[config.mk]
export PLATFORM = sky130hd
export DESIGN_NAME = ps2_key_decoder
export DESIGN_NICKNAME = d
export VERILOG_FILES = /design/src/rtl/ps2_key_decoder.sv
export SDC_FILE = /design/constraint.sdc
export NUM_CORES = 1
export LEC_CHECK = 0
export CORE_MARGIN = 2
export CORE_UTILIZATION = 50
export DETAILED_ROUTE_END_ITERATION = 10
export PLACE_DENSITY = 0.69
export REMOVE_ABC_BUFFERS = 1
export SLEW_MARGIN = 20
export SYNTH_ARGS = -nofsm -noshare
export SYNTH_HDL_FRONTEND = slang
export SYNTH_SLANG_ARGS = --single-unit
[constraint.sdc]
create_clock -name clk -period 4 [get_ports clk]
set_input_delay 0.6 -clock clk [delete_from_list [all_inputs] [get_ports clk]]
set_output_delay 0.6 -clock clk [all_outputs]
set_load 0.05 [all_outputs]
[src/rtl/ps2_key_decoder.sv]
// PS/2 keyboard (scan code set 2) receiver that reports the ASCII code of the held key.
// Optional shift handling is enabled by defining PS2_SHIFT_EN.
module ps2_key_decoder #(
   parameter logic [7:0]  IDLE_CODE      = 8'h31,
   parameter logic [19:0] TIMEOUT_CYCLES = 20'd100000
) (
   input  logic       clk,
   input  logic       rst,
   input  logic       ps2_clk,
   input  logic       ps2_data,
   output logic [7:0] ascii,
   output logic [7:0] scan_code,
   output logic       key_valid
);

   logic [2:0]  r_clk_sync;
   logic [1:0]  r_dat_sync;
   logic [3:0]  r_bit_cnt;
   logic [10:0] r_shift;
   logic        r_frame_done;
   logic [19:0] r_to_cnt;
   logic        r_brk;
   logic        r_ext;
   logic        w_fall;
   logic        w_frame_ok;
   logic        w_shift;
   logic [7:0]  w_code;

   assign w_fall     = r_clk_sync[2] & ~r_clk_sync[1];
   assign w_code     = r_shift[8:1];
   // r_shift[0] is the start bit, [9] parity, [10] stop once a frame has been collected
   assign w_frame_ok = r_frame_done & ~r_shift[0] & r_shift[10] & (^r_shift[9:1]);

   function automatic logic [7:0] map_code(input logic [7:0] code, input logic shift);
      logic [7:0] c;
      c = 8'h00;
      case (code)
         8'h1C: c = "a";  8'h32: c = "b";  8'h21: c = "c";  8'h23: c = "d";
         8'h24: c = "e";  8'h2B: c = "f";  8'h34: c = "g";  8'h33: c = "h";
         8'h43: c = "i";  8'h3B: c = "j";  8'h42: c = "k";  8'h4B: c = "l";
         8'h3A: c = "m";  8'h31: c = "n";  8'h44: c = "o";  8'h4D: c = "p";
         8'h15: c = "q";  8'h2D: c = "r";  8'h1B: c = "s";  8'h2C: c = "t";
         8'h3C: c = "u";  8'h2A: c = "v";  8'h1D: c = "w";  8'h22: c = "x";
         8'h35: c = "y";  8'h1A: c = "z";
         8'h45: c = "0";  8'h16: c = "1";  8'h1E: c = "2";  8'h26: c = "3";
         8'h25: c = "4";  8'h2E: c = "5";  8'h36: c = "6";  8'h3D: c = "7";
         8'h3E: c = "8";  8'h46: c = "9";
         8'h5A: c = 8'h0D; 8'h29: c = 8'h20; 8'h76: c = 8'h1B; 8'h66: c = 8'h08;
         default: c = 8'h00;
      endcase
      if (shift) begin
         if (c >= "a" && c <= "z") c = c - 8'h20;
         case (code)
            8'h45: c = ")";  8'h16: c = "!";  8'h1E: c = "@";  8'h26: c = "#";
            8'h25: c = "$";  8'h2E: c = "%";  8'h36: c = "^";  8'h3D: c = "&";
            8'h3E: c = "*";  8'h46: c = "(";
            default: ;
         endcase
      end
      return c;
   endfunction

   // Synchronisers reset high so leaving reset never looks like a clock falling edge
   always_ff @(posedge clk or posedge rst) begin
      if (rst) begin
         r_clk_sync <= 3'b111;
         r_dat_sync <= 2'b11;
      end else begin
         r_clk_sync <= {r_clk_sync[1:0], ps2_clk};
         r_dat_sync <= {r_dat_sync[0], ps2_data};
      end
   end

   always_ff @(posedge clk or posedge rst) begin
      if (rst) begin
         r_bit_cnt    <= 4'd0;
         r_shift      <= 11'd0;
         r_frame_done <= 1'b0;
         r_to_cnt     <= 20'd0;
      end else begin
         r_frame_done <= 1'b0;
         if (w_fall) begin
            r_to_cnt <= 20'd0;
            r_shift  <= {r_dat_sync[1], r_shift[10:1]};
            if (r_bit_cnt == 4'd10) begin
               r_bit_cnt    <= 4'd0;
               r_frame_done <= 1'b1;
            end else begin
               r_bit_cnt <= r_bit_cnt + 4'd1;
            end
         end else if (r_to_cnt == TIMEOUT_CYCLES) begin
            r_bit_cnt <= 4'd0;
         end else begin
            r_to_cnt <= r_to_cnt + 20'd1;
         end
      end
   end

`ifdef PS2_SHIFT_EN
   logic r_lshift;
   logic r_rshift;
   assign w_shift = r_lshift | r_rshift;
`else
   assign w_shift = 1'b0;
`endif

   always_ff @(posedge clk or posedge rst) begin
      if (rst) begin
         ascii     <= IDLE_CODE;
         scan_code <= 8'h00;
         key_valid <= 1'b0;
         r_brk     <= 1'b0;
         r_ext     <= 1'b0;
`ifdef PS2_SHIFT_EN
         r_lshift  <= 1'b0;
         r_rshift  <= 1'b0;
`endif
      end else begin
         key_valid <= 1'b0;
         if (w_frame_ok) begin
            if (w_code == 8'hE0) begin
               r_ext <= 1'b1;
            end else if (w_code == 8'hF0) begin
               r_brk <= 1'b1;
`ifdef PS2_SHIFT_EN
            end else if (w_code == 8'h12 || w_code == 8'h59) begin
               if (w_code == 8'h12) r_lshift <= ~r_brk;
               else                 r_rshift <= ~r_brk;
               r_brk <= 1'b0;
               r_ext <= 1'b0;
`endif
            end else if (r_brk) begin
               // Only releasing the most recently pressed key returns to idle
               if (w_code == scan_code) ascii <= IDLE_CODE;
               r_brk <= 1'b0;
               r_ext <= 1'b0;
            end else begin
               scan_code <= w_code;
               ascii     <= r_ext ? 8'h00 : map_code(w_code, w_shift);
               key_valid <= 1'b1;
               r_ext     <= 1'b0;
            end
         end
      end
   end

endmodule

-- Word-level counts from Yosys, hierarchy flattened
Memory sizes are Yosys's and may differ from the RTL's.
Index checks and enable logic that the tools add are counted.
- output and inout port bits: 17
- memories: 1
- flip-flop bits (word level): 60
- RAM bits: 0
- bits in read-only memories: 896
- latch bits: 0
- div/mod/pow operators: 0
- mux-type cells: 18
- reductions and logical operators: 6
- equality and inequality tests: 8
- bitwise gates (word level): 9
- multiply operators: 0
- shift-type cells: 0
- $add $sub $neg: 2
- $lt $le $gt $ge: 0
- memory list (name ; words ; bits a word ; read ports ; clocked after Yosys merged registers in ; wr ports ; RTL line ; RTL):
    (no name shown) ; 128 ; 7 ; 1 ; 0 ; 0 ; 37 ; case (code)
- operators with widths (operator ; number):
    20-bit two-way mux ; 2
    8-bit two-way mux ; 4
    20-bit by 1-bit adder with 20-bit output (second input constant) ; 1
    20-bit by 17-bit equality test with 1-bit output (second input constant) ; 1
    8-bit equality test (second input constant) ; 2
    4-bit two-way mux ; 3
    1-bit two-way mux ; 9
    9-bit parity ; 1
    8-bit equality test ; 1
    4-bit AND reduction ; 2
    1-bit inverter ; 5
    4-bit by 1-bit adder with 4-bit output (second input constant) ; 1
    1-bit AND ; 4
    4-bit equality test (second input constant) ; 1
    2-bit != test (second input constant) ; 2
    2-bit AND reduction ; 2
    2-bit by 1-bit != test with 1-bit output (second input constant) ; 1
    2-bit nonzero test ; 1

-- Depth between registers and ports, before layout
Gate-level depths: netlist of run 1.
- depth in word-level cells: 5
- gate-level depth with buffers: 9

-- Least setup slack after synthesis of run 1
OpenSTA, ideal clock, no wires.
- path type: register -> register
- start point: register r_shift[2]
- end point: register scan_code[0]
- clock period less this slack: 2.816 ns
- setup time: 0.125 ns
- data arrival time: 2.690 ns
- slack: 1.184 ns
- stages on the path, launching flop included: 10
- cells stage by stage: dfrtp_1 clkbuf_1 inv_1 ha_1 xnor3_1 xnor2_1 or3b_4 nor2_4 buf_8 mux2_4
- word-level cells in the longest chain between the ends: 3
- elaborated cells on any way between the ends: 7
- those cells by class: eq/ne (2); bitwise (3); reduce/logical (2)
- ends and longest elaborated chain (item ; RTL line ; RTL):
    start: declaration ; 19 ; logic [10:0] r_shift;
    start signal: assignment ; 84 ; r_shift <= {r_dat_sync[1], r_shift[10:1]};
    9-bit parity, or another cell as far along ; 32 ; assign w_frame_ok = r_frame_done & ~r_shift[0] & r_shift[10] & (^r_shift[9:1]);
    1-bit AND or 1-bit inverter (tied branches) ; - ;
    4-bit AND reduction (no line) * ; - ;
    end signal: assignment ; 138 ; scan_code <= w_code;
    end: declaration ; 12 ; output logic [7:0] scan_code,
Every way passes the cells marked *; elsewhere a longest branch is shown, timed or not.
A chain may end at the register's enable or synchronous reset.

-- Worst setup path in the final report of run 1
- start point: register r_shift[2]
- end point: register scan_code[6]
Same word-level chain as after synthesis.

==> out/metrics.cfg, run 1 <==
[run_status]
status=finished clean

[grt]
antenna_found_initial=0
grt_pass1_wl_microns=13700
grtUsageTotal_pct=22.6
grt_max_degree=38
globalRouteOverflowTotal=0
grt_pass1_vias=2841

[final_layout]
drive_gt1_share_pct=12.3
final_cells=496
syn_to_final_growth_pct=12.2
finalNetCount=414
nFillCells=606
n_antenna_cell=0

[setup_path]
end_kind=flip-flop
crit_family=simple AND/OR/NAND/NOR gates
crit_chain=inv_1 -> ha_1 -> xnor3_1 -> xnor2_1 -> or3b_4 -> nor2_4 -> mux2_2
cp.arrival_ps=3350
crit_fanout=15
crit_path_max_incr_delay_ps=650
path_class=flip-flop to flip-flop
start_kind=flip-flop
crit_buf_inv=1
cpMaxStageDelayCell=dfrtp_1
cp.required_ps=4230

[floorplan]
die_area_sq_um=7820
start_util_pct=52.1
coreArea_sq_um=6830
die_h_microns=88.4
die_w_microns=88.4
row_count=30
io_pins=21

[hold_path]
hold_path_class=flip-flop to flip-flop

[placement]
gp_congestion=0.905
portBuffers=19
dp_cells=480
place_hpwl_microns=5390

[routing]
dr.pass1.iters=5
vias=2930
wl_microns=7870
wl_per_cell_microns=15.9
ant_nets=0
drt_iter0_markers=310
drc=0
viasPerCell=5.91

[clock_tree]
tritoncts.num_buffers=9
cts_resized=0
cts_tree=yes
cts.sinks=59
cts.path.max_buffers=2
cts_setup_buffers=0
clk_pin_slew_ps=70
clkLatencyLatePin_ps=340
holdBufCountCts=0
cts_root_buf=clkbuf_8
htree_levels=3

[sta]
hold_viol_final=0
rsz0062_at_grt=no
drv_slew=0
skew_ps=9.25
worst_pin_slew_ps=779
tns_ps=0
fmax_ghz=0.320
finalCriticalPeriod_ps=3130
post-route-period-util_pct=78.1
finalSetupViolCount=0
slew_headroom_pct=47.6

[pwr]
leakage_nw=1.66
power.density_nw_per_um2=451
finalPower_mw=1.80
ir_drop_uv=229

[synthesis]
synth_largest_area_cell=dfrtp_1
async_reset_ff_share_pct=100
syn_area_sq_um=3560
synthDistinctLibCells=59
synth_flop_cell=dfrtp_1
yosys_register_bits=59
synth_area_per_cell_sq_um=9.37
yosys-top-cells-count=dfrtp_1, nand2_1, nor2_1, o21ai_0, nand2b_1
synth_top_area_share_pct=35.8
synth.area.top_cells=dfrtp_1, dfstp_2, ha_1
ys_seq_area_share_pct=41.7
synth-edff-count=0
synthCells=380
synth.most_common_cell=dfrtp_1
ys_warn_count=0

[flow_run]
drv_cap=0

flip-flops by register name, summed over array words and instances (netlist names):
signal / flops
r_bit_cnt: 4
r_frame_done: 1
ascii: 7
r_ext: 1
scan_code: 8
r_dat_sync: 2
r_brk: 1
r_clk_sync: 3
key_valid: 1
r_shift: 11
r_to_cnt: 20
cells by family (layout without fill, tap and decap cells):
group | Yosys count | after routing | synth area share [%]
XOR/XNOR | 28 | 28 | 7.27
AO/OA/AOI/OAI | 73 | 73 | 13.5
adder cells (fa/ha/maj) | 15 | 15 | 5.27
flip-flops | 59 | 59 | 41.7
AND/OR/NAND/NOR | 152 | 152 | 21.8
buffers and inverters | 37 | 57 | 4.81
other | 1 | 1 | 0.105
multiplexers | 15 | 15 | 5.55
per-stage QoR:
step | util (%) | setup WS, ps | instance area [sq um] | hold slack (ps)
floorplan | - | 1090 | 3450 | 345
global placement | 55.8 | 1000 | 3810 | 346
detailed placement | 55.8 | 901 | 3810 | 347
CTS | 58.5 | 888 | 4000 | 357
global route | 58.5 | 686 | 4000 | 366
finish | 58.5 | 874 | 4000 | 356
cells in the final DEF (no fill, tap or decap), drive strengths merged, types with 3 or more instances in the layout:
cell	n
clkdlybuf4s50	19
o31ai	3
nand4	7
nand2	40
a21oi	16
a31oi	5
a22oi	3
nand3b	5
a32o	3
clkinv	6
mux2i	4
nand2b	17
a311oi	4
xnor2	16
clkbuf	11
o21ai	19
a211oi	3
nor4	7
inv	13
buf	6
ha	15
nand3	16
dfrtp	51
dfstp	8
xor2	11
nor3	7
nor2	34
and3	6
mux2	10
layer usage:
| layer | GRT usage, % | part of all wire [%] | up-vias |
|---|---|---|---|
| met4 | 9.37 | 1.5 | 0 |
| met1 | 31.6 | 47 | 1426 |
| met5 | 0 | 0 | - |
| li1 | - | - | 1383 |
| met3 | 4.57 | 5.5 | 13 |
| met2 | 34.5 | 46 | 108 |
path summary, 6_finish.rpt:
kind | slack (ps) | to | cells after the start | startpoint
setup / recovery | 870 | scan_code[6]$_DFFE_PP0P_ | 7 | r_shift[2]$_DFFE_PP0P_
hold / removal | 360 | r_dat_sync[1]$_DFF_PP1_ | 0 | r_dat_sync[0]$_DFF_PP1_
setup reg to reg | 870 | scan_code[6]$_DFFE_PP0P_ | 7 | r_shift[2]$_DFFE_PP0P_
hold reg to reg | 360 | r_dat_sync[1]$_DFF_PP1_ | 0 | r_dat_sync[0]$_DFF_PP1_
max in group asynchronous | 2430 | ascii[4]$_DFFE_PP1P_ | 3 | rst
min in group asynchronous | 710 | r_to_cnt[0]$_DFFE_PP0P_ | 2 | rst
cell type report:
type	instances	area, sq um	area share, %
Multi-Input combinational cell	284	1910	47.7
Sequential cell	59	1490	37.2
Timing Repair Buffer	25	235	5.88
Clock buffer	11	151	3.79
Tap cell	96	120	3.00
Inverter	16	60.1	1.50
Clock inverter	5	37.5	0.939
report_power, final:
group | internal [mW] | total, mW | switching (mW)
Clock | 0.259 | 0.504 | 0.245
Combinational | 0.229 | 0.561 | 0.332
Sequential | 0.651 | 0.739 | 0.0882
worst register-to-register path, stage by stage (launching register included):
cell	delay [ps]
dfrtp_1	650
inv_1	270
ha_1	410
xnor3_1	430
xnor2_1	160
or3b_4	410
nor2_4	320
mux2_2	390
Power figures use the tool's default switching activity.
==> inputs of run 2 (changes only) <==
Settings changed: PLACE_DENSITY 0.69 to 0.71.
Clock period 4 ns to 2.6 ns, I/O delays scaled along.
==> out/metrics.cfg, run 2 (same netlist as run 1, synthesis figures left out) <==
[pwr]
p_seq_share_pct=38.4  ; was 41.0%
switchingPower_mw=0.975  ; was 0.665 mW
power.density_nw_per_um2=690  ; was 451 nW/um^2
leakage_nw=1.73  ; was 1.66 nW
clockPowerShare_pct=27.6  ; was 28.0%
p_int_mw=1.85  ; was 1.14 mW
ir_drop_uv=405  ; was 229 uV
swShare_pct=34.5  ; was 36.9%
power.share.combinational_pct=34.0  ; was 31.1%

[setup_path]
crit_path_max_incr_delay_ps=420  ; was 650 ps
cp.arrival_ps=2670  ; was 3350 ps
cp.required_ps=2810  ; was 4230 ps
ff2ff_path_depth=8  ; was 7
start_kind=flip-flop  ; unchanged
crit_fanout=12  ; was 15
r2r_end=scan_code[5]$_DFFE_PP0P_  ; was scan_code[6]$_DFFE_PP0P_
path_class=flip-flop to flip-flop  ; unchanged
cpMaxStageDelayCell=xnor3_1  ; was dfrtp_1
end_kind=flip-flop  ; unchanged
crit_chain=inv_1 -> ha_1 -> xnor3_1 -> xnor2_1 -> or3b_4 -> nor2_4 -> buf_12 -> mux2_2  ; was inv_1 -> ha_1 -> xnor3_1 -> xnor2_1 -> or3b_4 -> nor2_4 -> mux2_2
worstReg2RegStart=r_shift[1]$_DFFE_PP0P_  ; was r_shift[2]$_DFFE_PP0P_
r2r_slack_ps=140  ; was 870 ps

[final_layout]
top_register=r_to_cnt  ; unchanged
largest_reg_flops=20  ; unchanged
top_regs=r_to_cnt x20, r_shift x11, scan_code x8  ; unchanged
layout_common_cells=dfrtp_1, nand2_1, nor2_1  ; unchanged
final_cells=507  ; was 496
n_antenna_cell=0  ; unchanged
final_common_cell=dfrtp_1  ; unchanged
stdcell_area_sq_um=4100  ; was 4000 sq um
syn_to_final_growth_pct=15.1  ; was 12.2%
drive_gt1_share_pct=14.4  ; was 12.3%
finalNetCount=427  ; was 414

[sta]
hold_viol_final=0  ; unchanged
fmax_ghz=0.407  ; was 0.320 GHz
finalCriticalPeriod_ps=2460  ; was 3130 ps
worst_slack_ps=144  ; was 874 ps
finalSetupViolCount=0  ; unchanged
slew_headroom_pct=50.2  ; was 47.6%
tns_ps=0  ; unchanged
drv_slew=0  ; unchanged
worst_pin_slew_ps=740  ; was 779 ps
rsz0062_at_grt=no  ; unchanged
post-route-period-util_pct=94.5  ; was 78.1%
skew_ps=7.02  ; was 9.25 ps

[routing]
wl_per_cell_microns=15.0  ; was 15.9 microns
dr.pass1.iters=5  ; unchanged
drc=0  ; unchanged
wl_microns=7630  ; was 7870 microns
drt_iter0_markers=223  ; was 310
vias=2933  ; was 2930
viasPerCell=5.79  ; was 5.91
ant_nets=0  ; unchanged

[hold_path]
worst_hold_startpoint=r_clk_sync[0]$_DFF_PP1_  ; was r_dat_sync[0]$_DFF_PP1_
hold_depth=0  ; unchanged
hold_end=r_clk_sync[1]$_DFF_PP1_  ; was r_dat_sync[1]$_DFF_PP1_
hold_path_class=flip-flop to flip-flop  ; unchanged

[floorplan]
coreArea_sq_um=6830  ; unchanged
die_h_microns=88.4  ; unchanged
start_util_pct=52.1  ; unchanged
row_count=30  ; unchanged
die_w_microns=88.4  ; unchanged
die_area_sq_um=7820  ; unchanged
io_pins=21  ; unchanged

[clock_tree]
cts_tree=yes  ; unchanged
cts_setup_buffers=0  ; unchanged
cts.path.max_buffers=2  ; unchanged
clkLatencyLatePin_ps=330  ; was 340 ps
clk_pin_slew_ps=60  ; was 70 ps
holdBufCountCts=0  ; unchanged
cts_root_buf=clkbuf_8  ; unchanged
tritoncts.num_buffers=9  ; unchanged
cts_resized=0  ; unchanged
cts.sinks=59  ; unchanged
htree_levels=3  ; unchanged

[placement]
dp_cells=492  ; was 480
place_hpwl_microns=5330  ; was 5390 microns
portBuffers=19  ; unchanged
placed_area_sq_um=3900  ; was 3810 sq um
pre_cts_slack_ps=51.9  ; was 901 ps
gp_congestion=0.842  ; was 0.905

[grt]
globalRouteOverflowTotal=0  ; unchanged
grtUsageTotal_pct=21.2  ; was 22.6%
antenna_found_initial=0  ; unchanged
grt_pass1_vias=2660  ; was 2841
grt_max_degree=33  ; was 38
grt_pass1_wl_microns=12900  ; was 13700 microns

[flow_run]
drv_cap=0  ; unchanged

[run_status]
status=finished clean  ; unchanged

[run 2: cell count changes in the layout (fill, tap and decap cells not counted), sizes merged]
cell	before	now
buf	6	19
clkinvlp	2	0
bufinv	0	1
clkinv	6	5
[run 2: metal layers]
metal  vias up  GRT usage, %  wire length [microns]
li1       1408             -                      -
met1      1416          29.1                   3480
met2       100          32.7                   3580
met3         9          6.06                    485
met4         0          6.75                     85
met5         -             0                      0
[run 2: power groups by stage]
stage               clock, mW  sequential, mW  combinational, mW
floorplan                   0            1.18              0.574
global placement            0            1.09              0.933
global route            0.842            1.10               1.07
detailed placement          0            1.10              0.946
finish                  0.782            1.09              0.961
CTS                     0.809            1.08              0.954
[run 2: worst max-delay path by stage]
stage | startpoint | end | slack, ps | cells after the start
global route | r_shift[1]$_DFFE_PP0P_ | scan_code[5]$_DFFE_PP0P_ | 40 | 8
CTS | r_shift[2]$_DFFE_PP0P_ | scan_code[5]$_DFFE_PP0P_ | 40 | 7
detailed placement | r_shift[1]$_DFFE_PP0P_ | scan_code[5]$_DFFE_PP0P_ | 50 | 7
floorplan | r_shift[3]$_DFFE_PP0P_ | scan_code[5]$_DFFE_PP0P_ | -310 | 7
finish | r_shift[1]$_DFFE_PP0P_ | scan_code[5]$_DFFE_PP0P_ | 140 | 8
global placement | r_shift[1]$_DFFE_PP0P_ | scan_code[6]$_DFFE_PP0P_ | 110 | 7
[run 2: cell type report]
type                    instances  area, sq um
flip-flops and latches         59         1490
clock buffers                  11          141
inverters                      16         60.1
well taps                      96          120
clock inverters                 3         40.0
multi-input cells             284         1910
fillers                       593         2730
repair buffers                 38          345
[run 2: per-stage QoR]
stage	power (mW)	util, %	hold slack [ps]
detailed placement	2.05	57.1	352
global route	3.01	60.0	365
global placement	2.03	57.1	346
CTS	2.85	59.7	362
finish	2.83	60.0	359
floorplan	1.75	-	345
[run 2: critical path, delay by kind of cell (launching register included)]
family | cells | cell delay [ps]
buffers and inverters | 2 | 210
muxes | 1 | 330
and+or+nand+nor | 2 | 560
xor gates and xnor gates | 2 | 580
adders and majority gates | 1 | 330
DFF | 1 | 340
